### config.mk
export PLATFORM = sky130hd
export DESIGN_NAME = ka_partial_products_50bit
export DESIGN_NICKNAME = d
export VERILOG_FILES = /design/src/rtl/ka_partial_products_50bit.sv
export SDC_FILE = /design/constraint.sdc
export NUM_CORES = 1
export LEC_CHECK = 0
export CAP_MARGIN = 20
export CORE_MARGIN = 3
export CORE_UTILIZATION = 35
export CTS_CLUSTER_SIZE = 8
export DETAILED_ROUTE_END_ITERATION = 7
export SLEW_MARGIN = 20
export SYNTH_ARGS = -nofsm -noshare
export SYNTH_HDL_FRONTEND = slang
export SYNTH_SLANG_ARGS = --single-unit
### constraint.sdc
create_clock -name clk -period 2.9 [get_ports clk]
set_clock_uncertainty 0.2 [all_clocks]
set_input_delay 0.58 -clock clk [delete_from_list [all_inputs] [get_ports clk]]
set_output_delay 0.58 -clock clk [all_outputs]
set_load 0.05 [all_outputs]
### src/rtl/ka_partial_products_50bit.sv
// One-level Karatsuba front end for GF(2) multiplication: three
// half-width carry-less products from one shared bit-serial multiplier.
module ka_partial_products_50bit #(
    parameter int N = 50
) (
    input  logic         clk,
    input  logic         rst_n,
    input  logic         in_valid,
    output logic         in_ready,
    input  logic [N-1:0] a,
    input  logic [N-1:0] b,
    output logic         out_valid,
    input  logic         out_ready,
    output logic [N-2:0] p_lo,
    output logic [N-2:0] p_mid,
    output logic [N-2:0] p_hi
);
    localparam int H  = N / 2;
    localparam int CW = $clog2(H);

    typedef enum logic [2:0] {
        IDLE,
        MUL_LO,
        MUL_HI,
        MUL_MID,
        DONE
    } state_t;

    state_t        r_state;
    state_t        w_state_nxt;
    logic [N-1:0]  r_a;
    logic [N-1:0]  r_b;
    logic [N-2:0]  r_acc;
    logic [CW-1:0] r_cnt;
    logic [N-2:0]  r_p_lo;
    logic [N-2:0]  r_p_mid;
    logic [N-2:0]  r_p_hi;
    logic [H-1:0]  w_x;
    logic [H-1:0]  w_m;
    logic          w_mbit;
    logic [N-2:0]  w_acc_nxt;
    logic          w_accept;
    logic          w_last;

    assign in_ready  = (r_state == IDLE);
    assign out_valid = (r_state == DONE);
    assign p_lo      = r_p_lo;
    assign p_mid     = r_p_mid;
    assign p_hi      = r_p_hi;
    assign w_accept  = in_valid && in_ready;
    assign w_last    = (r_cnt == '0);

    // Operand selection for the shared multiplier, per pass
    always_comb begin
        w_x = '0;
        w_m = '0;
        unique case (r_state)
            MUL_LO: begin
                w_x = r_a[H-1:0];
                w_m = r_b[H-1:0];
            end
            MUL_HI: begin
                w_x = r_a[N-1:H];
                w_m = r_b[N-1:H];
            end
            MUL_MID: begin
                w_x = r_a[H-1:0] ^ r_a[N-1:H];
                w_m = r_b[H-1:0] ^ r_b[N-1:H];
            end
            default: ;
        endcase
    end

    assign w_mbit    = w_m[r_cnt];
    assign w_acc_nxt = {r_acc[N-3:0], 1'b0}
                     ^ (w_mbit ? {{(N-1-H){1'b0}}, w_x} : '0);

    always_comb begin
        w_state_nxt = r_state;
        unique case (r_state)
            IDLE:    if (w_accept) w_state_nxt = MUL_LO;
            MUL_LO:  if (w_last) w_state_nxt = MUL_HI;
            MUL_HI:  if (w_last) w_state_nxt = MUL_MID;
            MUL_MID: if (w_last) w_state_nxt = DONE;
            DONE:    if (out_ready) w_state_nxt = IDLE;
            default: w_state_nxt = IDLE;
        endcase
    end

    always_ff @(posedge clk or negedge rst_n) begin
        if (!rst_n) r_state <= IDLE;
        else        r_state <= w_state_nxt;
    end

    always_ff @(posedge clk or negedge rst_n) begin
        if (!rst_n) begin
            r_a     <= '0;
            r_b     <= '0;
            r_acc   <= '0;
            r_cnt   <= CW'(H - 1);
            r_p_lo  <= '0;
            r_p_mid <= '0;
            r_p_hi  <= '0;
        end else if (r_state == IDLE) begin
            if (w_accept) begin
                r_a   <= a;
                r_b   <= b;
                r_acc <= '0;
                r_cnt <= CW'(H - 1);
            end
        end else if (r_state != DONE) begin
            if (w_last) begin
                r_acc <= '0;
                r_cnt <= CW'(H - 1);
                if (r_state == MUL_LO) r_p_lo <= w_acc_nxt;
                if (r_state == MUL_HI) r_p_hi <= w_acc_nxt;
                // Fold the outer products into the middle term here
                if (r_state == MUL_MID)
                    r_p_mid <= w_acc_nxt ^ r_p_lo ^ r_p_hi;
            end else begin
                r_acc <= w_acc_nxt;
                r_cnt <= r_cnt - 1'b1;
            end
        end
    end
endmodule

---- Word-level counts from Yosys, hierarchy flattened ----
Cells that the tools add are included.
word-level totals
  register bits ........................... 303
  bits of input ports ..................... 104
  output and inout bits ................... 149
  logic and storage cells ................. 55
cells by class
  $add $sub $neg .......................... 1
  magnitude comparators ................... 1
  equal/unequal tests ..................... 10
  muxes and demuxes ....................... 19
  bitwise gates (word level) .............. 6
  reductions and logical operators ........ 10
operator list
  kind                   count
  $mux W48               4
  $pmux W25 S3           2
  $xor A49 B49 Y49       2
  $xor A25 B25 Y25       2
  $xor A49 B25 Y49       1
  $mux W25               1
  $mux W5                4
  $mux W3                5
  $pmux W3 S5            1
  $reduce_and A4 Y1      3
  $eq A3 B2 Y1 const B   2
  $lt A5 B6 Y1 const B   1
  $ne A2 B2 Y1 const B   3
  $bmux W1 S5            1
  $logic_not A5 Y1       1
  $reduce_and A5 Y1      1
  $sub A5 B1 Y5 const B  1
  $ne A2 B1 Y1 const B   2
  $reduce_and A2 Y1      2
  $eq A3 B1 Y1 const B   1
  $eq A3 B3 Y1 const B   1
  $logic_not A3 Y1       1
  $ne A3 B3 Y1 const B   1
  $reduce_bool A2 Y1     1
  other kinds (3)        3

---- Longest topological paths before layout ----
  depth after elaboration ................. 9
  depth in mapped cells ................... 11
  depth with buffers taken out ............ 9

---- Worst setup path after synthesis ----
OpenSTA, ideal clock, no wires.
  path kind ............................... register to register
  from .................................... register r_state[1]
  to ...................................... register r_a[0]
  library setup time ...................... 0.125 ns
  arrival ................................. 2.786 ns
  data required time ...................... 2.575 ns
  slack ................................... -0.211 ns
  stages on the path, launching flop included .. 10
  buffers on the path ..................... 5
  period minus slack after synthesis ...... 3.111 ns
  path through ............................ dfrtp_1 > buf_6 > buf_2 > or2_2 > clkbuf_1 > nor2_1 > and2_0 > buf_2 > buf_2 > mux2_2
on the way
  cells in the longest elaborated chain, start to end .. 3
RTL lines
  what                           line  source
  start: declaration             29    state_t r_state;
  start signal: assignment       92    else r_state <= w_state_nxt;
  $logic_not A3 Y1 *             45    assign in_ready = (r_state == IDLE);
  named net in_ready             9     output logic in_ready,
  $logic_and A1 B1 Y1            50    assign w_accept = in_valid && in_ready;
  $reduce_and A2 Y1 (no line) *  -
  end signal: assignment         97    r_a <= '0;
  end signal: assignment         106   r_a <= a;
  end: declaration               31    logic [N-1:0] r_a;
Mark *: on every way through the listed nets, which the timed path passes. The rest lies on a longest branch.
A chain may end at the register's enable or synchronous reset.

---- Final worst setup path ----
  from .................................... register r_state[0]
  to ...................................... output in_ready
on the way
  cells in the longest elaborated chain, start to end .. 1
RTL lines
  what              line
  $logic_not A3 Y1  45
  end: declaration  9
No other way between the ends.

==> flow_summary.yaml <==
status:
  status: "completed"
flow_run:
  maxCapViolCount: 0
sta:
  slew_headroom: 0.5494
  fin_crit_sh: 0.9663
  worst_pin_slew_ns: 0.6738
  slew_viol_final: 0
  hold_viol: 0
  setup_tns_ns: 0
  period_minus_slack_ns: 2.802
  fmax_mhz: 356.9
  rsz0062_at_grt: "false"
  finalSetupViolCount: 0
global_routing:
  grt_pass1_wl_um: 59000
  track_usage: 0.1727
  grt_start_max_net_pins: 67
  grt_overflow: 0
  first_global_vias: 10172
  antenna_found_initial: 2
floorplan:
  ios: 253
  die-area_um2: 42950
  die_x_um: 207.2
  coreArea_um2: 39910
  start_util: 0.3551
  rows: 73
  die_y_um: 207.2
yosys:
  syn_area_per_cell_um2: 11.95
  yosysUniqueCellTypes: 43
  syn-num-nets: 1291
  ys_seq_area_frac: 0.5351
  synth_top_area_share: 0.5314
  netlist_top_cells_area: "dfrtp_1 (53%), mux2_2 (14%), xor2_1 (5.9%)"
  syn_area_um2: 14170
  yosysWarnings: 0
  yosysTopAreaCell: "dfrtp_1"
  syn_inst: 1186
  synth-seq-cells: 303
route:
  vias_per_cell: 4.800
  wire_per_inst_um: 18.56
  detail-route-antenna-nets: 0
  wl_met2_um: 17370
  drtIter0Drc: 388
  drc: 0
  routed-wl-met3_um: 2062
  wirelength_um: 37220
  dr.pass1.iters: 4
  vias: 9624
  dr.max_layer_used: "met5"
  wl_met1_um: 17010
final_layout:
  nets: 1573
  drive_gt1_frac: 0.2400
  instances_no_fill: 2005
  layout_commonest_cell: "dfrtp_1"
  syn2layout_area_growth_pct: 33.52
  final_cell_mix: "dfrtp_1 (299), clkdlybuf4s50_1 (249), mux2_2 (174)"
critical_path:
  worstPathArrival_ns: 2.02
  path_class: "reg2out"
  r2r_slack_ns: 0.16
  cp-end-kind: "primary output"
  required_ns: 2.12
  startpoint_type: "register"
  critical_path.max_fanout: 32
placement:
  io_buffers: 252
  place_inst: 1939
  place_congestion: 0.7966
  dp_hpwl_um: 25940
pwr:
  pwr-share-seq: 0.302
  p_leak_uw: 0.008192
  power_frac_comb: 0.506
  power.internal_uw: 14250
  ir_drop_uv: 702.3
  power_frac_clock: 0.191
  power.density_nw_per_um2: 1289
  power.share.switching: 0.4160
  p_switching_uw: 10150
clock_network:
  numCtsBuffers: 44
  cts_tree: "built"
  cts.htree.levels: 2
  insertion_delay_ns: 0.54
  cts_root_buffer: "clkbuf_16"
  clock-sinks: 303
  cts.path.max_buffers: 3
  cts.clk_slew.worst_paths_ns: 0.05
worst_hold_path:
  worst_hold_path_type: "reg2reg"
-- cells by family after synthesis --
family | count (synthesis) | synth area share
buf+inv | 69 | 0.02639
mux | 176 | 0.1405
compound gates | 151 | 0.06585
flops | 303 | 0.5351
simple gates | 289 | 0.1016
xor+xnor | 197 | 0.1297
fa+ha+maj | 1 | 0.0008825
-- power by group through the flow --
| stage | clock [uW] | sequential [uW] | combinational [uW] |
|---|---|---|---|
| floorplan | 0 | 9000 | 7070 |
| global placement | 0 | 7400 | 12200 |
| detailed placement | 0 | 7440 | 12300 |
| CTS | 4830 | 7390 | 12400 |
| global route | 5010 | 7600 | 13300 |
| finish | 4670 | 7370 | 12400 |
-- final timing paths --
path | startpoint | to | depth (start not counted)
setup / recovery | r_state[0] | in_ready | 5
hold / removal | p_mid[46] | p_mid[46] | 2
setup reg to reg | r_state[0] | p_mid[23] | 11
hold reg to reg | p_mid[46] | p_mid[46] | 2
max in group asynchronous | rst_n | p_hi[8] | 4
min in group asynchronous | rst_n | p_mid[42] | 2
-- area by class of cell --
cell class	count	area (um^2)
antenna	1	2.502
clock inverter	1	30.03
inverter	3	11.26
tap	525	656.9
timing repair buffer	302	3179
clock buffer	56	1187
fill	3603	20990
sequential	303	7587
multi-input combinational	814	6272
-- flip-flops by register name, summed over array words and instances (netlist names) --
register,flops
r_state,3
r_cnt,5
r_b,50
r_acc,48
p_lo,49
p_mid,49
p_hi,49
r_a,50
-- metrics by stage --
step / area [um^2] / hold WS, ns / worst slack, ns / total power [uW] / utilization
floorplan: 14180 / 0.08441 / 0.03918 / 16070 / -
global placement: 17610 / 0.2609 / 0.1415 / 19560 / 0.4412
detailed placement: 17610 / 0.2703 / 0.1161 / 19770 / 0.4412
CTS: 18840 / 0.2811 / 0.03328 / 24600 / 0.4721
global route: 18920 / 0.2974 / 0.009858 / 25950 / 0.4741
finish: 18930 / 0.2723 / 0.09771 / 24400 / 0.4742
-- critical path: stages, from the launching register on --
cell	delay, ns
dfrtp_2	0.45
buf_6	0.23
or2_2	0.39
nor2_2	0.12
buf_4	0.14
buf_12	0.13
-- what timing repair did --
item,4_1_cts,5_1_grt
gates resized for setup,1,3
endpoints found under the setup margin,1,26
pin swaps,0,1
hold endpoints to repair,32,0
setup buffers,0,7
hold buffers,1,0
-- metal layers --
| layer | vias to the layer above | track usage |
|---|---|---|
| li1 | 4535 | - |
| met1 | 4800 | 0.2345 |
| met2 | 242 | 0.2776 |
| met3 | 45 | 0.03884 |
| met4 | 2 | 0.05267 |
| met5 | - | 0 |
-- Yosys cell counts (all sizes together) --
master and number:
o21bai 1, o21ai 58, nor2b 1, a221oi 4
mux2 174, clkbuf 30, ha 1, dfrtp 301
or2 2, a21oi 56, nor2 67, nand2 186
mux4 1, o22ai 1, xnor2 102, dfstp 2
nor4b 1, inv 3, a22oi 6, nor3 29
buf 36, xor2 95, a41oi 1, mux2i 1
nand3 2, a22o 24, and2 1
No activity file was read; power rests on OpenSTA's default activity.
